--- config.mk ---
export PLATFORM = sky130hd
export DESIGN_NAME = screen_nav_fsm_flat
export DESIGN_NICKNAME = d
export VERILOG_FILES = /design/src/rtl/screen_nav_fsm_if.sv /design/src/rtl/screen_nav_fsm.sv /design/src/flat_wrapper.sv
export SDC_FILE = /design/constraint.sdc
export NUM_CORES = 1
export LEC_CHECK = 0
export ABC_AREA = 1
export ABC_CLOCK_PERIOD_IN_PS = 1000
export CAP_MARGIN = 20
export CORE_UTILIZATION = 50
export DETAILED_ROUTE_END_ITERATION = 6
export PLACE_DENSITY = 0.86
export SLEW_MARGIN = 5
export SYNTH_ARGS = -nofsm -noshare
export SYNTH_HDL_FRONTEND = slang
export SYNTH_SLANG_ARGS = --single-unit
--- constraint.sdc ---
create_clock -name clk -period 1 [get_ports clk]
set_input_delay 0.15 -clock clk [delete_from_list [all_inputs] [get_ports clk]]
set_output_delay 0.15 -clock clk [all_outputs]
set_load 0.01 [all_outputs]
--- src/rtl/screen_nav_fsm_if.sv ---
// Screen enum shared with the renderer, plus the navigation interface bundling
// the raw board keys, game_over and the menu outputs of screen_nav_fsm.
package common_enums;
   typedef enum logic [1:0] {
      TITLE_SCREEN  = 2'd0,
      PLAYER_SCREEN = 2'd1,
      SETUP_SCREEN  = 2'd2,
      CHESS_SCREEN  = 2'd3
   } screen_state_t;
endpackage

interface screen_nav_fsm_if;
   import common_enums::*;

   logic          key_sel_n;
   logic          key_back_n;
   logic          key_next_n;
   logic          key_prev_n;
   logic          game_over;
   screen_state_t screen_state;
   logic          screen_changed;
   logic [1:0]    num_players;
   logic          p1_white;

   modport master (
      output key_sel_n, key_back_n, key_next_n, key_prev_n, game_over,
      input  screen_state, screen_changed, num_players, p1_white
   );

   modport slave (
      input  key_sel_n, key_back_n, key_next_n, key_prev_n, game_over,
      output screen_state, screen_changed, num_players, p1_white
   );
endinterface

--- src/rtl/screen_nav_fsm.sv ---
// Menu navigation controller: key synchronise/debounce/edge-detect feeding the
// TITLE->PLAYER->SETUP->CHESS screen FSM. Optional debouncer: SCREEN_NAV_DEBOUNCE_EN.
module screen_nav_fsm #(
   parameter int unsigned DEBOUNCE_CYCLES = 500000
) (
   input logic         clk,
   input logic         rst_n,
   screen_nav_fsm_if.slave nav
);
   import common_enums::*;

   localparam int unsigned NKEY   = 4;
   localparam int unsigned K_SEL  = 0;
   localparam int unsigned K_BACK = 1;
   localparam int unsigned K_NEXT = 2;
   localparam int unsigned K_PREV = 3;

   localparam logic [1:0] ST_TITLE  = 2'd0;
   localparam logic [1:0] ST_PLAYER = 2'd1;
   localparam logic [1:0] ST_SETUP  = 2'd2;
   localparam logic [1:0] ST_CHESS  = 2'd3;

   logic [NKEY-1:0] key_raw;
   logic [NKEY-1:0] sync1_q, sync2_q, level, prev_q, press_q, arm_q;
   logic [1:0]      vld_q;

   assign key_raw = {nav.key_prev_n, nav.key_next_n, nav.key_back_n, nav.key_sel_n};

   // vld_q[1] marks when sync2_q holds a genuinely sampled key level
   always_ff @(posedge clk or negedge rst_n) begin
      if (!rst_n) begin
         vld_q   <= '0;
         sync1_q <= '1;
         sync2_q <= '1;
      end else begin
         vld_q   <= {vld_q[0], 1'b1};
         sync1_q <= key_raw;
         sync2_q <= sync1_q;
      end
   end

`ifdef SCREEN_NAV_DEBOUNCE_EN
   localparam int unsigned CNT_W = $clog2(DEBOUNCE_CYCLES + 1);

   for (genvar k = 0; k < NKEY; k++) begin : g_deb
      logic [CNT_W-1:0] cnt_q;
      logic             acc_q;

      always_ff @(posedge clk or negedge rst_n) begin
         if (!rst_n) begin
            cnt_q <= '0;
            acc_q <= 1'b1;
         end else if (sync2_q[k] == acc_q) begin
            cnt_q <= '0;
         end else if (cnt_q == CNT_W'(DEBOUNCE_CYCLES - 1)) begin
            cnt_q <= '0;
            acc_q <= sync2_q[k];
         end else begin
            cnt_q <= cnt_q + CNT_W'(1);
         end
      end

      assign level[k] = acc_q;
   end
`else
   logic unused_debounce_cfg;
   assign unused_debounce_cfg = |32'(DEBOUNCE_CYCLES);
   assign level = sync2_q;
`endif

   // A key only arms after it has been seen released, so a key held through reset never fires
   always_ff @(posedge clk or negedge rst_n) begin
      if (!rst_n) begin
         prev_q  <= '1;
         press_q <= '0;
         arm_q   <= '0;
      end else begin
         prev_q  <= level;
         press_q <= arm_q & prev_q & ~level;
         arm_q   <= arm_q | ({NKEY{vld_q[1]}} & sync2_q & level);
      end
   end

   logic [1:0] state_q, state_d;
   logic [1:0] np_q, np_d;
   logic       white_q, white_d;
   logic       changed_q, changed_d;
   logic       ev_back, ev_sel, ev_next, ev_prev;

   // Next state: one winning press per cycle, priority back > sel > next > prev
   always_comb begin
      state_d = state_q;
      np_d    = np_q;
      white_d = white_q;
      ev_back = press_q[K_BACK];
      ev_sel  = press_q[K_SEL]  & ~press_q[K_BACK];
      ev_next = press_q[K_NEXT] & ~press_q[K_BACK] & ~press_q[K_SEL];
      ev_prev = press_q[K_PREV] & ~press_q[K_BACK] & ~press_q[K_SEL] & ~press_q[K_NEXT];
      case (state_q)
         ST_TITLE: begin
            if (ev_sel) state_d = ST_PLAYER;
         end
         ST_PLAYER: begin
            if (ev_back)                 state_d = ST_TITLE;
            else if (ev_sel)             state_d = ST_SETUP;
            else if (ev_next || ev_prev) np_d    = {np_q[0], np_q[1]};
         end
         ST_SETUP: begin
            if (ev_back)                 state_d = ST_PLAYER;
            else if (ev_sel)             state_d = ST_CHESS;
            else if (ev_next || ev_prev) white_d = ~white_q;
         end
         ST_CHESS: begin
            if (nav.game_over) state_d = ST_TITLE;
         end
         default: state_d = ST_TITLE;
      endcase
      changed_d = (state_d != state_q);
   end

   always_ff @(posedge clk or negedge rst_n) begin
      if (!rst_n) begin
         state_q   <= ST_TITLE;
         np_q      <= 2'd1;
         white_q   <= 1'b1;
         changed_q <= 1'b0;
      end else begin
         state_q   <= state_d;
         np_q      <= np_d;
         white_q   <= white_d;
         changed_q <= changed_d;
      end
   end

   assign nav.screen_state   = screen_state_t'(state_q);
   assign nav.screen_changed = changed_q;
   assign nav.num_players    = np_q;
   assign nav.p1_white       = white_q;

endmodule

--- src/flat_wrapper.sv ---
// flat-port wrapper written by rule: the top's interface ports become plain ports
module screen_nav_fsm_flat import common_enums::*;
#(
   parameter int unsigned DEBOUNCE_CYCLES = 500000
)
  (clk, rst_n, nav_key_sel_n, nav_key_back_n, nav_key_next_n, nav_key_prev_n, nav_game_over, nav_screen_state, nav_screen_changed, nav_num_players, nav_p1_white);
  screen_nav_fsm_if nav_i ();
  input logic clk;
  input logic rst_n;
  input wire logic [$bits(nav_i.key_sel_n)-1:0] nav_key_sel_n;
  input wire logic [$bits(nav_i.key_back_n)-1:0] nav_key_back_n;
  input wire logic [$bits(nav_i.key_next_n)-1:0] nav_key_next_n;
  input wire logic [$bits(nav_i.key_prev_n)-1:0] nav_key_prev_n;
  input wire logic [$bits(nav_i.game_over)-1:0] nav_game_over;
  output wire logic [$bits(nav_i.screen_state)-1:0] nav_screen_state;
  output wire logic [$bits(nav_i.screen_changed)-1:0] nav_screen_changed;
  output wire logic [$bits(nav_i.num_players)-1:0] nav_num_players;
  output wire logic [$bits(nav_i.p1_white)-1:0] nav_p1_white;
  assign nav_i.key_sel_n = nav_key_sel_n;
  assign nav_i.key_back_n = nav_key_back_n;
  assign nav_i.key_next_n = nav_key_next_n;
  assign nav_i.key_prev_n = nav_key_prev_n;
  assign nav_i.game_over = nav_game_over;
  assign nav_screen_state = nav_i.screen_state;
  assign nav_screen_changed = nav_i.screen_changed;
  assign nav_num_players = nav_i.num_players;
  assign nav_p1_white = nav_i.p1_white;
  screen_nav_fsm #(.DEBOUNCE_CYCLES(DEBOUNCE_CYCLES)) u_core (.clk(clk), .rst_n(rst_n), .nav(nav_i));
endmodule
==> results by group <==
Run status
  • Status: finished, violations left
  • Failing checks: negative setup slack

Timing
  • Period utilization: 1.12
  • Crit path time final: 1120 ps
  • Fin worst setup slack: -115 ps
  • RSZ-0062 raised after global routing: yes
  • Setup TNS: -300 ps
  • Worst clock skew: 2.03 ps
  • Final hold vios: 0
  • Final setup fails: 6
  • Final Max Tran Viols: 0
  • Fmax: 0.896 GHz

Place
  • Area after DPL: 1140 sq um
  • GPL Wtd Cong: 0.805
  • Port bufs: 12
  • HPWL after DPL: 859 um
  • Pre-CTS worst setup slack: -179 ps

GRT
  • Largest net degree at the start of global routing: 29
  • Initial antenna violation count: 0
  • GRT overflow: 0
  • Vias in the first global route: 542
  • First-pass GRT wire length: 2.05 mm
  • GRT Resource Usage Total: 0.147

Run
  • # Max-Cap Violations: 0

Yosys
  • Synth top area share: 0.395
  • Cells after Synth: 73
  • Sequential share of the synthesized area: 0.770
  • Synthesis-stage register bit count: 28
  • Ys Warns: 0
  • Post-Syn Area per Cell: 12.8 sq um
  • Cell accounting for the most synthesized area: dfstp_2
  • Post-Syn Nets: 80
  • Mapped Area: 932 sq um
  • Yosys cell types: 17
  • Ranking of synthesized cells by area: dfstp_2, dfrtp_1, nand2_1

Clock tree
  • Worst-Skew Late Latency: 310 ps
  • Clock sink count: 28
  • Post-CTS Setup Repair Bufs: 0
  • Root buffer cell: clkbuf_4
  • Clock tree buffer depth: 2
  • CTS buffer count: 3
  • CTS clk-pin slew, worst paths: 130 ps
  • # H-tree levels: 1
  • CTS tree: yes

Setup path
  • Delay of the slowest critical-path stage: 560 ps
  • Worst EP required: 850 ps
  • Setup CP Type: reg -> out
  • CP arrival: 970 ps
  • Startpoint type of the worst setup path: flop
  • Cell family contributing the most delay on the critical path: flip-flops
  • Worst Setup End Kind: output pin
  • CP Max Fanout: 2
  • Crit path buffers/inverters: 1
  • Crit path cell chain: buf_6
  • CP max-delay cell: dfstp_2

Drt
  • Total routed wirelength: 1.25 mm
  • Post-route ant nets: 0
  • Vias per cell: 4.72
  • DR vias: 562
  • Drt first pass iters: 2
  • Iter 0 DRT Violations: 12
  • Average wire per standard cell: 10.5 um
  • Residual DRC: 0

Die
  • Initial core utilization: 0.534
  • Row count: 15
  • Die width: 45.2 um
  • CORE AREA: 1750 sq um
  • Die Y: 45.2 um
  • Die area: 2040 sq um
  • Ports: 13

Worst hold path
  • Hold/Removal Path Class: in -> async

Power
  • Switch share: 0.270
  • Leakage Power: 0.536 nW
  • Worst VDD drop: 1.40 mV
  • Clock power frac: 0.184
  • Sequential power share: 0.579
  • Logic pwr share: 0.237
  • Pint: 1.67 mW
  • Power per cell area: 1950 nW/um^2
  • Net Switching: 0.615 mW

Layout
  • Fillers: 136
  • Diode count: 0
  • Area Overhead vs Synth: 25.9%
  • Layout cells sized above 1: 0.415
  • Most frequent cells in the layout: nand2_1, dfrtp_1, dfstp_2
  • Post-route cell area: 1170 sq um
  • NumNets Final: 103
[synth_stat cells, drive strengths merged]
| cell type | number |
|---|---|
| a21o | 3 |
| conb | 1 |
| dfrtp | 14 |
| dfstp | 14 |
| inv | 7 |
| nand2 | 16 |
| nand3 | 3 |
| nand4 | 1 |
| nor2 | 7 |
| o211a | 1 |
| o21ai | 5 |
| or2 | 1 |
[through the flow]
step                power [mW]   util  instances  hold slack, ps
floorplan                 1.55      -         73            -146
global placement          1.82  0.654        116             334
detailed placement        1.84  0.654        116             339
CTS                       2.27  0.667        119             179
global route              2.39  0.672        119             176
finish                    2.28  0.672        119             179
[registers in the layout, indices dropped and copies added, names as in the netlist]
register	count
u_core.nav.screen_state	2
u_core.arm_q	4
u_core.sync1_q	4
u_core.nav.p1_white	1
u_core.press_q	4
u_core.level	4
u_core.vld_q	2
u_core.nav.screen_changed	1
u_core.nav.num_players	2
u_core.prev_q	4
[routing by layer]
| layer | up-vias | share of wire | GRT usage |
|---|---|---|---|
| met5 | - | 0 | 0 |
| met4 | 0 | 0.018 | 0.0970 |
| met3 | 2 | 0.042 | 0.0400 |
| met2 | 15 | 0.52 | 0.261 |
| met1 | 273 | 0.42 | 0.148 |
| li1 | 272 | - | - |
[layout make-up]
class                           instances  area (sq um)  share of cell area
Sequential cell                        28           718               0.612
Tap cell                               25          31.3              0.0267
Multi-Input combinational cell         38           203               0.173
Clock buffer                            3          22.5              0.0192
Inverter                                7          31.3              0.0267
Timing Repair Buffer                   18           168               0.143
[power groups by stage]
stage               clock (mW)  sequential [mW]  combinational (mW)
floorplan                    0             1.39               0.161
global placement             0             1.33               0.493
detailed placement           0             1.33               0.510
CTS                      0.438             1.32               0.508
global route             0.467             1.33               0.591
finish                   0.421             1.32               0.540
[cell families after synthesis]
group | Yosys count | synth area share
flip-flops | 28 | 0.770
AND/OR/NAND/NOR | 28 | 0.136
buffers and inverters | 7 | 0.0282
other | 1 | 0.00402
AO/OA/AOI/OAI | 9 | 0.0617
[what timing repair did]
action                     4_1_cts  5_1_grt
pin swaps                        2        5
setup endpoints to repair        9       10
resized for setup               32        4
hold buffers                     0        0
hold endpoints to repair         0        0
[final timing paths]
check	start	endpoint	slack, ps	cells after the start
min	rst_n	u_core.nav.screen_changed$_DFF_PN0_	180	2
min reg2reg	u_core.vld_q[0]$_DFF_PN0_	u_core.vld_q[1]$_DFF_PN0_	360	0
max reg2reg	u_core.press_q[1]$_DFF_PN0_	u_core.nav.screen_changed$_DFF_PN0_	-30	6
max in group asynchronous	rst_n	u_core.prev_q[3]$_DFF_PN1_	600	2
max	u_core.nav.num_players[0]$_DFFE_PN1P_	nav_num_players[0]	-120	1
min in group clk	nav_key_next_n	u_core.sync1_q[2]$_DFF_PN1_	230	1
(Power assumes the default switching activity.)
